## config.mk

```make
export PLATFORM = sky130hd
export DESIGN_NAME = fetch_queue
export DESIGN_NICKNAME = d
export VERILOG_FILES = /design/src/rtl/fetch_pkg.sv /design/src/rtl/fetch_queue_mem.sv /design/src/rtl/fetch_queue.sv
export SDC_FILE = /design/constraint.sdc
export NUM_CORES = 1
export LEC_CHECK = 0
export CELL_PAD_IN_SITES_DETAIL_PLACEMENT = 0
export CELL_PAD_IN_SITES_GLOBAL_PLACEMENT = 1
export CORE_UTILIZATION = 43
export CTS_BUF_LIST = sky130_fd_sc_hd__clkbuf_8 sky130_fd_sc_hd__clkbuf_16
export DETAILED_ROUTE_END_ITERATION = 10
export PLACE_DENSITY_LB_ADDON = 0.1
export SETUP_SLACK_MARGIN = 0.4
export SYNTH_ARGS = -nofsm -noshare
export SYNTH_HDL_FRONTEND = slang
export SYNTH_SLANG_ARGS = --single-unit
```

## constraint.sdc

```tcl
create_clock -name clk -period 8.2 [get_ports clk]
set_clock_uncertainty 0.2 [all_clocks]
set_input_delay 2.05 -clock clk [delete_from_list [all_inputs] [get_ports clk]]
set_output_delay 2.05 -clock clk [all_outputs]
set_load 0.01 [all_outputs]
```

## src/rtl/fetch_pkg.sv

```systemverilog
// fetch_pkg: shared types and constants for the fetch-to-decode queue.
// fetch_entry_t is one buffered {pc, instr} pair.
package fetch_pkg;

    localparam int WORD_W = 32;

    typedef struct packed {
        logic [WORD_W-1:0] pc;
        logic [WORD_W-1:0] instr;
    } fetch_entry_t;

    localparam logic [WORD_W-1:0] NOP_INSTR = '0;

endpackage

```

## src/rtl/fetch_queue_mem.sv

```systemverilog
// fetch_queue_mem: entry storage for fetch_queue.
// One write port and an asynchronous read port; the array has no reset.
module fetch_queue_mem #(
    parameter int DEPTH  = 4,
    parameter int DATA_W = 64,
    parameter int AW     = $clog2(DEPTH)
) (
    input  logic              clk,
    input  logic              we,
    input  logic [AW-1:0]     waddr,
    input  logic [DATA_W-1:0] wdata,
    input  logic [AW-1:0]     raddr,
    output logic [DATA_W-1:0] rdata
);

    logic [DATA_W-1:0] mem [DEPTH];

    always_ff @(posedge clk) begin
        if (we) begin
            mem[waddr] <= wdata;
        end
    end

    assign rdata = mem[raddr];

endmodule

```

## src/rtl/fetch_queue.sv

```systemverilog
// fetch_queue: circular buffer between fetch and decode, flushed on branch_taken.
// Define FETCH_QUEUE_BYPASS_EN for zero-latency pass-through when empty.
module fetch_queue #(
    parameter int DEPTH  = 4,
    parameter int WORD_W = 32
) (
    input  logic                     clk,
    input  logic                     rst,
    input  logic                     flush,
    input  logic                     in_valid,
    input  logic [WORD_W-1:0]        in_pc,
    input  logic [WORD_W-1:0]        in_instr,
    output logic                     in_ready,
    output logic                     out_valid,
    output logic [WORD_W-1:0]        out_pc,
    output logic [WORD_W-1:0]        out_instr,
    input  logic                     out_ready,
    output logic [$clog2(DEPTH):0]   count
);

    import fetch_pkg::*;

    localparam int AW = $clog2(DEPTH);
    localparam int PW = AW + 1;

    logic [PW-1:0]       rd_ptr;
    logic [PW-1:0]       wr_ptr;
    logic                empty;
    logic                full;
    logic                byp;
    logic                pass;
    logic                push;
    logic                pop;
    logic                we;
    logic [2*WORD_W-1:0] rdata;

    assign empty = (rd_ptr == wr_ptr);
    assign full  = (rd_ptr[AW-1:0] == wr_ptr[AW-1:0]) &&
                   (rd_ptr[AW] != wr_ptr[AW]);

`ifdef FETCH_QUEUE_BYPASS_EN
    // Reset low acts like flush, so it also blocks pass-through.
    assign byp = empty & in_valid & ~flush & rst;
`else
    assign byp = 1'b0;
`endif

    assign in_ready  = ~full;
    assign out_valid = (~empty | byp) & ~flush;
    assign push      = in_valid & in_ready & ~flush;
    assign pop       = out_valid & out_ready & ~flush;
    assign pass      = byp & out_ready;
    assign we        = push & ~pass;
    assign count     = wr_ptr - rd_ptr;

    always_ff @(posedge clk) begin
        if (!rst || flush) begin
            rd_ptr <= '0;
            wr_ptr <= '0;
        end else begin
            if (we) begin
                wr_ptr <= wr_ptr + PW'(1);
            end
            if (pop && !pass) begin
                rd_ptr <= rd_ptr + PW'(1);
            end
        end
    end

    fetch_queue_mem #(
        .DEPTH  (DEPTH),
        .DATA_W (2*WORD_W),
        .AW     (AW)
    ) u_mem (
        .clk   (clk),
        .we    (we),
        .waddr (wr_ptr[AW-1:0]),
        .wdata ({in_pc, in_instr}),
        .raddr (rd_ptr[AW-1:0]),
        .rdata (rdata)
    );

    always_comb begin
        out_pc    = '0;
        out_instr = WORD_W'(NOP_INSTR);
        if (out_valid) begin
            if (byp) begin
                out_pc    = in_pc;
                out_instr = in_instr;
            end else begin
                out_pc    = rdata[2*WORD_W-1:WORD_W];
                out_instr = rdata[WORD_W-1:0];
            end
        end
    end

endmodule

```

-- Yosys cells after proc, flatten, opt, wreduce, memory -nomap -nowiden
Memory sizes are Yosys's and may differ from the RTL's. A register that Yosys moved wholly into a read port is not among the register bits.
Index checks and enable logic that the tools add are counted.
- $add $sub $neg: 3
- equal/unequal tests: 3
- muxes and demuxes: 6
- bitwise gates (word level): 8
- reduce and logical (&&, ||, !) cells: 3
- operators by type and width (operator ; number):
    32-bit two-way mux ; 2
    3-bit by 1-bit adder with 3-bit output (second input constant) ; 2
    1-bit AND ; 5
    2-bit two-way mux ; 2
    3-bit equality test ; 1
    1-bit inverter ; 3
    3-bit subtractor ; 1
    2-bit equality test ; 1
    1-bit two-way mux ; 2
    1-bit logical AND ; 1
    1-bit logical NOT ; 1
    1-bit logical OR ; 1
    1-bit inequality test ; 1
- bits in registers: 6
- bits in writable memories: 256
- bits of input ports: 69
- output and inout bits: 69
- logic and storage cells: 26
- memories kept: 1
- memory list (memory ; words ; width ; rd ports ; clocked after memory_dff ; write ports ; line ; text):
    u_mem.mem ; 4 ; 64 ; 1 ; 1 ; 1 ; fetch_queue_mem.sv:16 ; logic [DATA_W-1:0] mem [DEPTH];

-- Longest topological paths before layout
Gate-level depths: netlist of the first run.
- depth in word-level cells: 7
- mapped depth: 7
- mapped depth without buffers: 5

-- By module
From an unflattened synthesis of the first run, not the netlist that was laid out.
- cell total of the unflattened synthesis: 461
- area total of the unflattened synthesis: 10249.8 um^2
- modules (own cells, without submodules) (module ; instances ; cells each ; area an instance (um^2) ; sequential area each (um^2)):
    fetch_queue_mem ; 1 ; 338 ; 9341.5 ; 7687.4
    fetch_queue ; 1 ; 123 ; 908.4 ; 120.1

-- Worst setup path after synthesis of the first run
Ideal clock, no wire load.
- path type: input to register
- start: input in_valid
- end: memory u_mem.mem[0][0] (enable)
- setup time: 578 ps
- arrival: 6950 ps
- data required time: 7422 ps
- path slack: 472 ps
- cell stages on the path: 2
- path buffers: 0
- cells stage by stage: o21ai_1 > nor3b_1
- word-level cells in the longest chain between the ends: 4
- ends and longest elaborated chain (item ; line ; text):
    start, declared ; fetch_queue.sv:10 ; input logic in_valid,
    1-bit AND (2 in a row) ; fetch_queue.sv:50 ; assign push = in_valid & in_ready & ~flush;
    1-bit two-way mux ; fetch_queue_mem.sv:19 ; if (we) begin
    1-bit two-way mux (not written as such) ; fetch_queue_mem.sv:20 ; mem[waddr] <= wdata;
    end, declared ; fetch_queue_mem.sv:16 ;
Every way passes these cells.

-- Final worst setup path of the first run
- start: input flush
- end: output out_instr[31]
- word-level cells in the longest chain between the ends: 3
- ends and longest elaborated chain (item ; line ; text):
    start, declared ; fetch_queue.sv:9 ; input logic flush,
    1-bit inverter ; fetch_queue.sv:49 ; assign out_valid = (~empty | byp) & ~flush;
    1-bit AND ; fetch_queue.sv:49 ;
    32-bit two-way mux ; fetch_queue.sv:86 ; if (out_valid) begin
    end, declared ; fetch_queue.sv:16 ; output logic [WORD_W-1:0] out_instr,
Every way passes these cells.

==> results.toml, run 1 <==
[outcome]
status = "finished, final reports clean"

[min_path]
min_to = "rd_ptr[2]"
min-delay-start = "rd_ptr[2]"
min_path_type = "flop to flop"
min_path_cells = 2

[yosys]
ys_types = 27
synth_area_leaders = "edfxtp_1 74%, mux4_1 13%, nor2b_1 3.9%"
async_flop_share_pct = 0
synth_area_per_cell_um2 = 22.4
synth_most_common_cell = "edfxtp_1"
synthFlopType = "edfxtp_1"
netlist_instances = 467
yosys.area.top_type_share_pct = 73.5
yosys_warnings = 0
yosys-top-cells-count = "256 x edfxtp_1, 65 x nor2b_1, 51 x mux4_1, 13 x buf_6, 13 x mux4_2"
ys_seq_area_share_pct = 75.1
synth_edf_count = 256
ys_seq_elements = 264
syn_nets = 544
yosys.area.top_type = "edfxtp_1"
syn_area_mm2 = 0.0105

[detailed_routing]
antenna_left = 0
vias = 4905
viasPerCell = 5.09
wl_um = 19800
drt-initial-drc-count = 212
wl_per_cell_um = 20.6
drc = 0
drt_first_pass_iters = 4

[floorplan]
core_area_mm2 = 0.0237
io_pins = 138
die_w_um = 158
die-area_mm2 = 0.0249
die_y_um = 158
start_util_pct = 44.2
rows = 56

[pwr]
p_total_mw = 2.82
vdd_ir_drop_max_mv = 0.166
p_switching_uw = 547
powerDensity_mw_per_mm2 = 217
p_leak_nw = 4.17
p_seq_share_pct = 53.6
p_sw_share_pct = 19.4
clkPwrFrac_pct = 42.1
pwr-share-comb_pct = 4.4
internal-power_mw = 2.27

[timing]
rsz0062_at_grt = "false"
tightest_slew_ps = 1200
slew_viol_final = 0
timing.hold.ws_ps = 313
slew_headroom_pct = 19.6
setup_viol = 0
fin_crit_ps = 6790
finalSetupTns_ps = 0
max_freq_mhz = 147
fin_crit_sh_pct = 82.8
finalHoldViolations = 0

[grt]
met3_usage_pct = 3.83
use_met1_pct = 20.7
grt_pass1_vias = 5178
antenna_found_initial = 0
grtUsageMet2_pct = 28.0
grt_pass1_wl_um = 29600
grt_max_degree = 65
grt-busiest-layer = "met2"
grt_overflow_total = 0
grt_usage_pct = 16.2

[cells_and_area]
area_growth_syn_to_layout_pct = 24.4
drive_above_1_share_pct = 10.2
final_nets = 698
fill_cells = 1899
diodes = 0

[flow_run]
maxCapViolations = 0

[place]
portBuffers = 137
place_congestion = 0.695
dpl.hpwl_um = 10800

[critical_path]
cp_data_arrival_time_ps = 4540
start_kind = "input pin"
crit_path_max_fanout = 41
cp_common_cell = "clkdlybuf4s50_1"
max_stage_delay_ps = 650
crit_path_end_kind = "primary output"
critPathKind = "input pin to primary output"
r2r_slack_ps = 4860
r2r_cells = 6
cp_cell_sequence = "clkdlybuf4s50_1, a21o_2, buf_4, nor2b_1, clkdlybuf4s50_1"
rr_startpoint = "wr_ptr[0]"
cpMaxStageDelayCell = "clkdlybuf4s50_1"
critPathRequiredTime_ps = 5950
r2r_end = "u_mem.mem[0][34]"

[clock_tree]
postCtsSetupBuffers = 0
postCtsResizedCells = 0
clock-sinks = 264
cts_tree = "yes"
clk_pin_slew_ps = 50
cts_buffer_depth = 3
htree_levels = 1
cts_inserted_buffers = 29
insertion_delay_ps = 530
root_buffer = "clkbuf_16"
postCtsHoldBufs = 0
## state kept, by name, indices dropped and copies added, names as in the netlist, named ones only
| name | cells |
|---|---|
| rd_ptr | 3 |
| u_mem.mem | 256 |
| wr_ptr | 3 |
## how the worst max path moves through the flow
stage               slack [ps]     start               to
global placement          1430     flush        out_pc[0]
detailed placement        1350     flush        out_pc[0]
CTS                       1350     flush        out_pc[0]
floorplan                  470  in_valid  u_mem.mem[0][0]
finish                    1410     flush    out_instr[31]
global route              1250     flush    out_instr[31]
## critical path: cells and delay by family
family / cells / cell delay [ps]
AND/OR/NAND/NOR: 1 / 180
buffers and inverters: 3 / 1740
AO/OA/AOI/OAI: 1 / 540
## power groups by stage
stage	clock network [mW]	logic, mW	registers, mW
after detailed placement	0	0.125	1.54
after floorplan	0	0.0500	1.54
after CTS	1.22	0.126	1.51
after global placement	0	0.122	1.54
final	1.18	0.124	1.51
after global routing	1.27	0.134	1.51
## metrics by stage
step / cell area (um^2) / utilization [%] / setup slack [ps] / cells
final: 13000 / 54.9 / 1410 / 963
after global routing: 13000 / 54.9 / 1250 / 963
after CTS: 13000 / 54.9 / 1350 / 963
after detailed placement: 12100 / 51.2 / 1350 / 909
after global placement: 12100 / 51.2 / 1430 / 909
after floorplan: 10500 / - / 472 / 467
## cell families after synthesis
group                      share of synthesized area, %
muxes                                              16.2
AOI/OAI and AO/OA                                 0.467
DFF                                                75.1
and+or+nand+nor                                    4.88
buffers and inverters                              2.14
adders and majority gates                          1.03
xor gates and xnor gates                          0.239
## cell usage in the layout, fill, tap and decap left out, types with 2 or more instances in the layout
| cell | count |
|---|---|
| clkinv_2 | 5 |
| bufinv_16 | 2 |
| o211ai_1 | 2 |
| mux4_2 | 13 |
| buf_4 | 8 |
| ha_1 | 7 |
| nor3b_2 | 3 |
| inv_1 | 18 |
| clkdlybuf4s50_1 | 137 |
| mux4_1 | 51 |
| nand2b_1 | 4 |
| dfxtp_1 | 6 |
| clkinv_1 | 8 |
| nand2_1 | 10 |
| mux2i_1 | 6 |
| edfxtp_1 | 256 |
| clkbuf_16 | 29 |
| nor2b_1 | 65 |
## area by class of cell
type	instances	area (um^2)	share of cell area, %
clock inverter	25	158	1.21
multi-input combinational	172	2410	18.5
inverter	9	33.8	0.260
timing repair buffer	145	1430	11.0
tap	319	399	3.07
clock buffer	29	726	5.58
sequential	264	7850	60.4
## routing by layer
layer / wire (um) / vias to the layer above
li1: - / 2248
met1: 8500 / 2514
met2: 9920 / 119
met3: 1070 / 24
met4: 315 / 0
met5: 0 / -
Power figures use the tool's default switching activity.
==> run 2, diff against run 1 <==
==> constraint.sdc (replaced) <==
create_clock -name clk -period 7.1 [get_ports clk]
set_clock_uncertainty 0.2 [all_clocks]
set_input_delay 1.775 -clock clk [delete_from_list [all_inputs] [get_ports clk]]
set_output_delay 1.775 -clock clk [all_outputs]
set_load 0.01 [all_outputs]
==> run 2 against run 1 <==
Against the previous run:
- utilization decreased by 0.10 points
- first-iteration DRC count increased by 15%
- combinational power increased by 15%
- global-route usage decreased by 0.27 points
- sequential share of layout area increased by 0.11 points
- non-clock buffer count increased by 1
- hold slack got worse by 4.4 ps
- via count decreased by 0.27%
- clock power increased by 13%
- die area unchanged
- critical path depth unchanged
- wire length decreased by 0.83%
==> results.toml, run 2 (synthesis gave the netlist of run 1 again) <==
[timing]
timing.hold.ws_ps = 308
rsz0062_at_grt = "false"
slew_headroom_pct = 31.7
max_freq_mhz = 173
fin_crit_sh_pct = 81.6
setup_viol = 0
finalSetupTns_ps = 0
tightest_slew_ps = 1030
slew_viol_final = 0
fin_crit_ps = 5800
finalHoldViolations = 0
layout_setup_ws_ps = 1300

[grt]
antenna_found_initial = 1
grt_overflow_total = 0
grt_pass1_wl_um = 29500
grt_usage_pct = 16.0
grt_max_degree = 65
grt_pass1_vias = 5085

[detailed_routing]
wl_um = 19600
wl_per_cell_um = 20.4
viasPerCell = 5.09
antenna_left = 0
vias = 4892
drc = 0
drt_first_pass_iters = 4
drt-initial-drc-count = 244

[min_path]
min_path_cells = 2
min_to = "rd_ptr[2]"
min_path_type = "flop to flop"
min-delay-start = "rd_ptr[2]"

[clock_tree]
postCtsSetupBuffers = 0
cts_inserted_buffers = 28
htree_levels = 1
postCtsHoldBufs = 0
cts_buffer_depth = 3
clk_pin_slew_ps = 60
root_buffer = "clkbuf_16"
cts_tree = "yes"
insertion_delay_ps = 530
clock-sinks = 264
postCtsResizedCells = 0

[critical_path]
critPathRequiredTime_ps = 5120
cp_data_arrival_time_ps = 3820
r2r_cells = 6
critPathKind = "input pin to primary output"
rr_startpoint = "wr_ptr[0]"
crit_path_max_fanout = 20
r2r_slack_ps = 4260
start_kind = "input pin"
r2r_end = "u_mem.mem[0][20]"
crit_path_end_kind = "primary output"

[cells_and_area]
largest_register_ffs = 256
mostFrequentLayoutCell = "edfxtp_1"
fill_cells = 1903
seq_area_mm2 = 0.00785
fin_util_pct = 54.8
area_growth_syn_to_layout_pct = 24.2
diodes = 0
final_cell_mix = "256 x edfxtp_1, 137 x clkdlybuf4s50_1, 65 x nor2b_1, 51 x mux4_1, 29 x clkbuf_16"
fin_area_mm2 = 0.0130
drive_above_1_share_pct = 9.95
final_nets = 698
reg.largest.list = "u_mem.mem x256, rd_ptr x3, wr_ptr x3"
multi_input_area_mm2 = 0.00241
largest_register = "u_mem.mem"

[pwr]
p_leak_nw = 4.17
p_sw_share_pct = 19.4
vdd_ir_drop_max_mv = 0.191
pwr-share-comb_pct = 4.4
p_seq_share_pct = 54.2
p_switching_uw = 624
internal-power_mw = 2.59
powerDensity_mw_per_mm2 = 248
clkPwrFrac_pct = 41.4

[place]
place_congestion = 0.689
portBuffers = 137
place_area_mm2 = 0.0121
pre_cts_slack_ps = 1250
dpl.hpwl_um = 10600

[floorplan]
core_area_mm2 = 0.0237
die-area_mm2 = 0.0249
die_y_um = 158
start_util_pct = 44.2
die_w_um = 158
rows = 56
io_pins = 138

[outcome]
status = "finished, final reports clean"

[flow_run]
maxCapViolations = 0
==> run 2: cell count changes in the layout (fill, tap and decap cells not counted), sizes merged <==
cell    previous run  this run
buf                8         9
clkinv            13         8
clkbuf            29        30
inv               19        22
bufinv             2         1
==> run 2: worst max-delay path, cell delays in order <==
cell and delay [ps]:
clkdlybuf4s50_1 640, a21o_2 460, buf_4 360, nor2b_1 80, clkdlybuf4s50_1 490
==> run 2: power groups by stage <==
stage                     Clock [mW]  Combinational, mW  Sequential [mW]
after detailed placement           0              0.144             1.78
after CTS                       1.36              0.145             1.74
after global placement             0              0.141             1.77
after global routing            1.42              0.154             1.74
after floorplan                    0             0.0578             1.78
final                           1.33              0.142             1.74
==> run 2: how the worst max path moves through the flow <==
stage	cells after the start	startpoint	endpoint	slack (ps)
final	5	flush	out_pc[28]	1300
after global routing	5	flush	out_instr[18]	1170
after CTS	5	flush	out_instr[18]	1250
after detailed placement	5	flush	out_instr[9]	1250
after global placement	5	flush	out_instr[31]	1300
after floorplan	2	in_valid	u_mem.mem[0][0]	-350
==> run 2: stage by stage <==
stage               power (mW)  cells
floorplan                 1.83    467
global placement          1.92    910
detailed placement        1.92    910
CTS                       3.25    962
global route              3.32    962
finish                    3.21    962
==> run 2: routing by layer <==
metal  vias up  track usage, %  share of wire, %
met5         -               0                 0
li1       2239               -                 -
met4         0            4.81               2.4
met3        34            3.28               5.0
met1      2499            21.1                44
met2       120            26.6                48
==> run 2: final cells by class <==
type,count,share of cell area [%]
clock buffers,30,5.70
well taps,319,3.07
flip-flops and latches,264,60.5
repair buffers,146,11.1
inverters,9,0.260
multi-input cells,172,18.5
clock inverters,22,0.867
==> run 3, diff against run 2 <==
==> constraint.sdc (replaced) <==
create_clock -name clk -period 6.1 [get_ports clk]
set_clock_uncertainty 0.2 [all_clocks]
set_input_delay 1.525 -clock clk [delete_from_list [all_inputs] [get_ports clk]]
set_output_delay 1.525 -clock clk [all_outputs]
set_load 0.01 [all_outputs]
==> run 3 against run 2 <==
Against the previous run:
- sequential cell count unchanged
- sequential power up 17%
- die area unchanged
- largest power group unchanged
- sequential share of layout area down 0.28 points
- total power up 17%
- critical path depth unchanged
- design area up 0.46%
- wire length up 1.6%
- critical path type unchanged
- first-iteration DRC count down 5.7%
==> results.toml, run 3 (synthesis gave the netlist of run 1 again) <==
[outcome]
status = "finished, final reports clean"

[cells_and_area]
fin_area_mm2 = 0.0130
mostFrequentLayoutCell = "edfxtp_1"
largest_register_ffs = 256
seq_area_mm2 = 0.00785
final_nets = 702
final_cells = 964
drive_above_1_share_pct = 10.7
area_growth_syn_to_layout_pct = 24.7
largest_register = "u_mem.mem"
reg.largest.list = "u_mem.mem x256, rd_ptr x3, wr_ptr x3"
diodes = 0
multi_input_area_mm2 = 0.00241
fill_cells = 1900
final_cell_mix = "256 x edfxtp_1, 137 x clkdlybuf4s50_1, 65 x nor2b_1, 51 x mux4_1, 29 x clkbuf_16"

[clock_tree]
cts_tree = "yes"
clk_pin_slew_ps = 60
insertion_delay_ps = 540
postCtsSetupBuffers = 0
clock-sinks = 264
root_buffer = "clkbuf_16"
cts_buffer_depth = 3
cts_inserted_buffers = 29
postCtsResizedCells = 0
htree_levels = 1
postCtsHoldBufs = 0

[flow_run]
maxCapViolations = 0

[grt]
grt_overflow_total = 0
grt_pass1_vias = 5282
grt_max_degree = 65
antenna_found_initial = 0
grt_pass1_wl_um = 30200
grt_usage_pct = 16.4

[floorplan]
start_util_pct = 44.2
io_pins = 138
rows = 56
die-area_mm2 = 0.0249
die_y_um = 158
core_area_mm2 = 0.0237
die_w_um = 158

[detailed_routing]
wl_met1_um = 8670
wl_met3_um = 1070
drt_first_pass_iters = 4
highest_layer = "met4"
drc = 0
drt-initial-drc-count = 230
wl_per_cell_um = 20.7
vias = 4915
wl_met2_um = 9900
antenna_left = 0
wl_um = 19900
viasPerCell = 5.10

[timing]
slew_headroom_pct = 34.1
rsz0062_at_grt = "false"
fin_crit_ps = 5400
tightest_slew_ps = 988
max_freq_mhz = 185
slew_viol_final = 0
setup_viol = 0
fin_crit_sh_pct = 88.5
finalSetupTns_ps = 0
finalHoldViolations = 0

[critical_path]
cp_data_arrival_time_ps = 3670
max_stage_delay_ps = 590
critPathRequiredTime_ps = 4380
cp_cell_sequence = "clkdlybuf4s50_1, a21o_2, buf_12, nor2b_1, clkdlybuf4s50_1"
start_kind = "input pin"
crit_path_max_fanout = 24
critPathKind = "input pin to primary output"
cpMaxStageDelayCell = "clkdlybuf4s50_1"
cp_common_cell = "clkdlybuf4s50_1"
crit_path_end_kind = "primary output"

[pwr]
vdd_ir_drop_max_mv = 0.223
powerDensity_mw_per_mm2 = 288
p_leak_nw = 4.18

[place]
portBuffers = 137
dpl.hpwl_um = 11100
place_congestion = 0.708
dp_cells = 913
place_area_mm2 = 0.0122

[min_path]
min_path_type = "flop to flop"
==> run 3: final cells by class <==
| class | count | share of cell area (%) |
|---|---|---|
| Clock buffer | 29 | 5.56 |
| Clock inverter | 22 | 0.969 |
| Inverter | 9 | 0.259 |
| Multi-Input combinational cell | 172 | 18.4 |
| Sequential cell | 264 | 60.2 |
| Tap cell | 319 | 3.06 |
| Timing Repair Buffer | 149 | 11.5 |
==> run 3: worst paths after layout <==
kind                            to  startpoint  cells after the start  slack (ps)
hold / removal           rd_ptr[2]   rd_ptr[2]                      2         310
setup / recovery     out_instr[27]       flush                      5         700
setup reg to reg  u_mem.mem[2][13]   wr_ptr[0]                      6        3280
hold reg to reg          rd_ptr[2]   rd_ptr[2]                      2         310
==> run 3: critical path, delay by kind of cell <==
kind,cells,cell delay (ps)
compound gates,1,460
buf+inv,3,1420
simple gates,1,240
==> run 3: through the flow <==
stage          power, mW  util [%]  hold WS, ps  worst slack, ps
5_1_grt             3.88      55.1          342              639
6_report            3.76      55.1          305              700
2_1_floorplan       2.13         -          272            -1100
4_1_cts             3.80      55.1          306              715
3_3_place_gp        2.23      51.5          287              758
3_5_place_dp        2.24      51.5          298              727
==> run 3: metal layers <==
metal  up-vias  track usage, %
li1       2246               -
met1      2517            21.4
met2       128            27.9
met3        24            3.61
met5         -               0
met4         0            4.26
==> run 3: power by group <==
part	leakage (nW)	internal [mW]	total, mW	switching, mW
registers	2.39	2.02	2.03	0.00761
logic	1.34	0.0938	0.169	0.0749
clock network	0.442	0.897	1.56	0.664
total	4.18	3.01	3.76	0.746
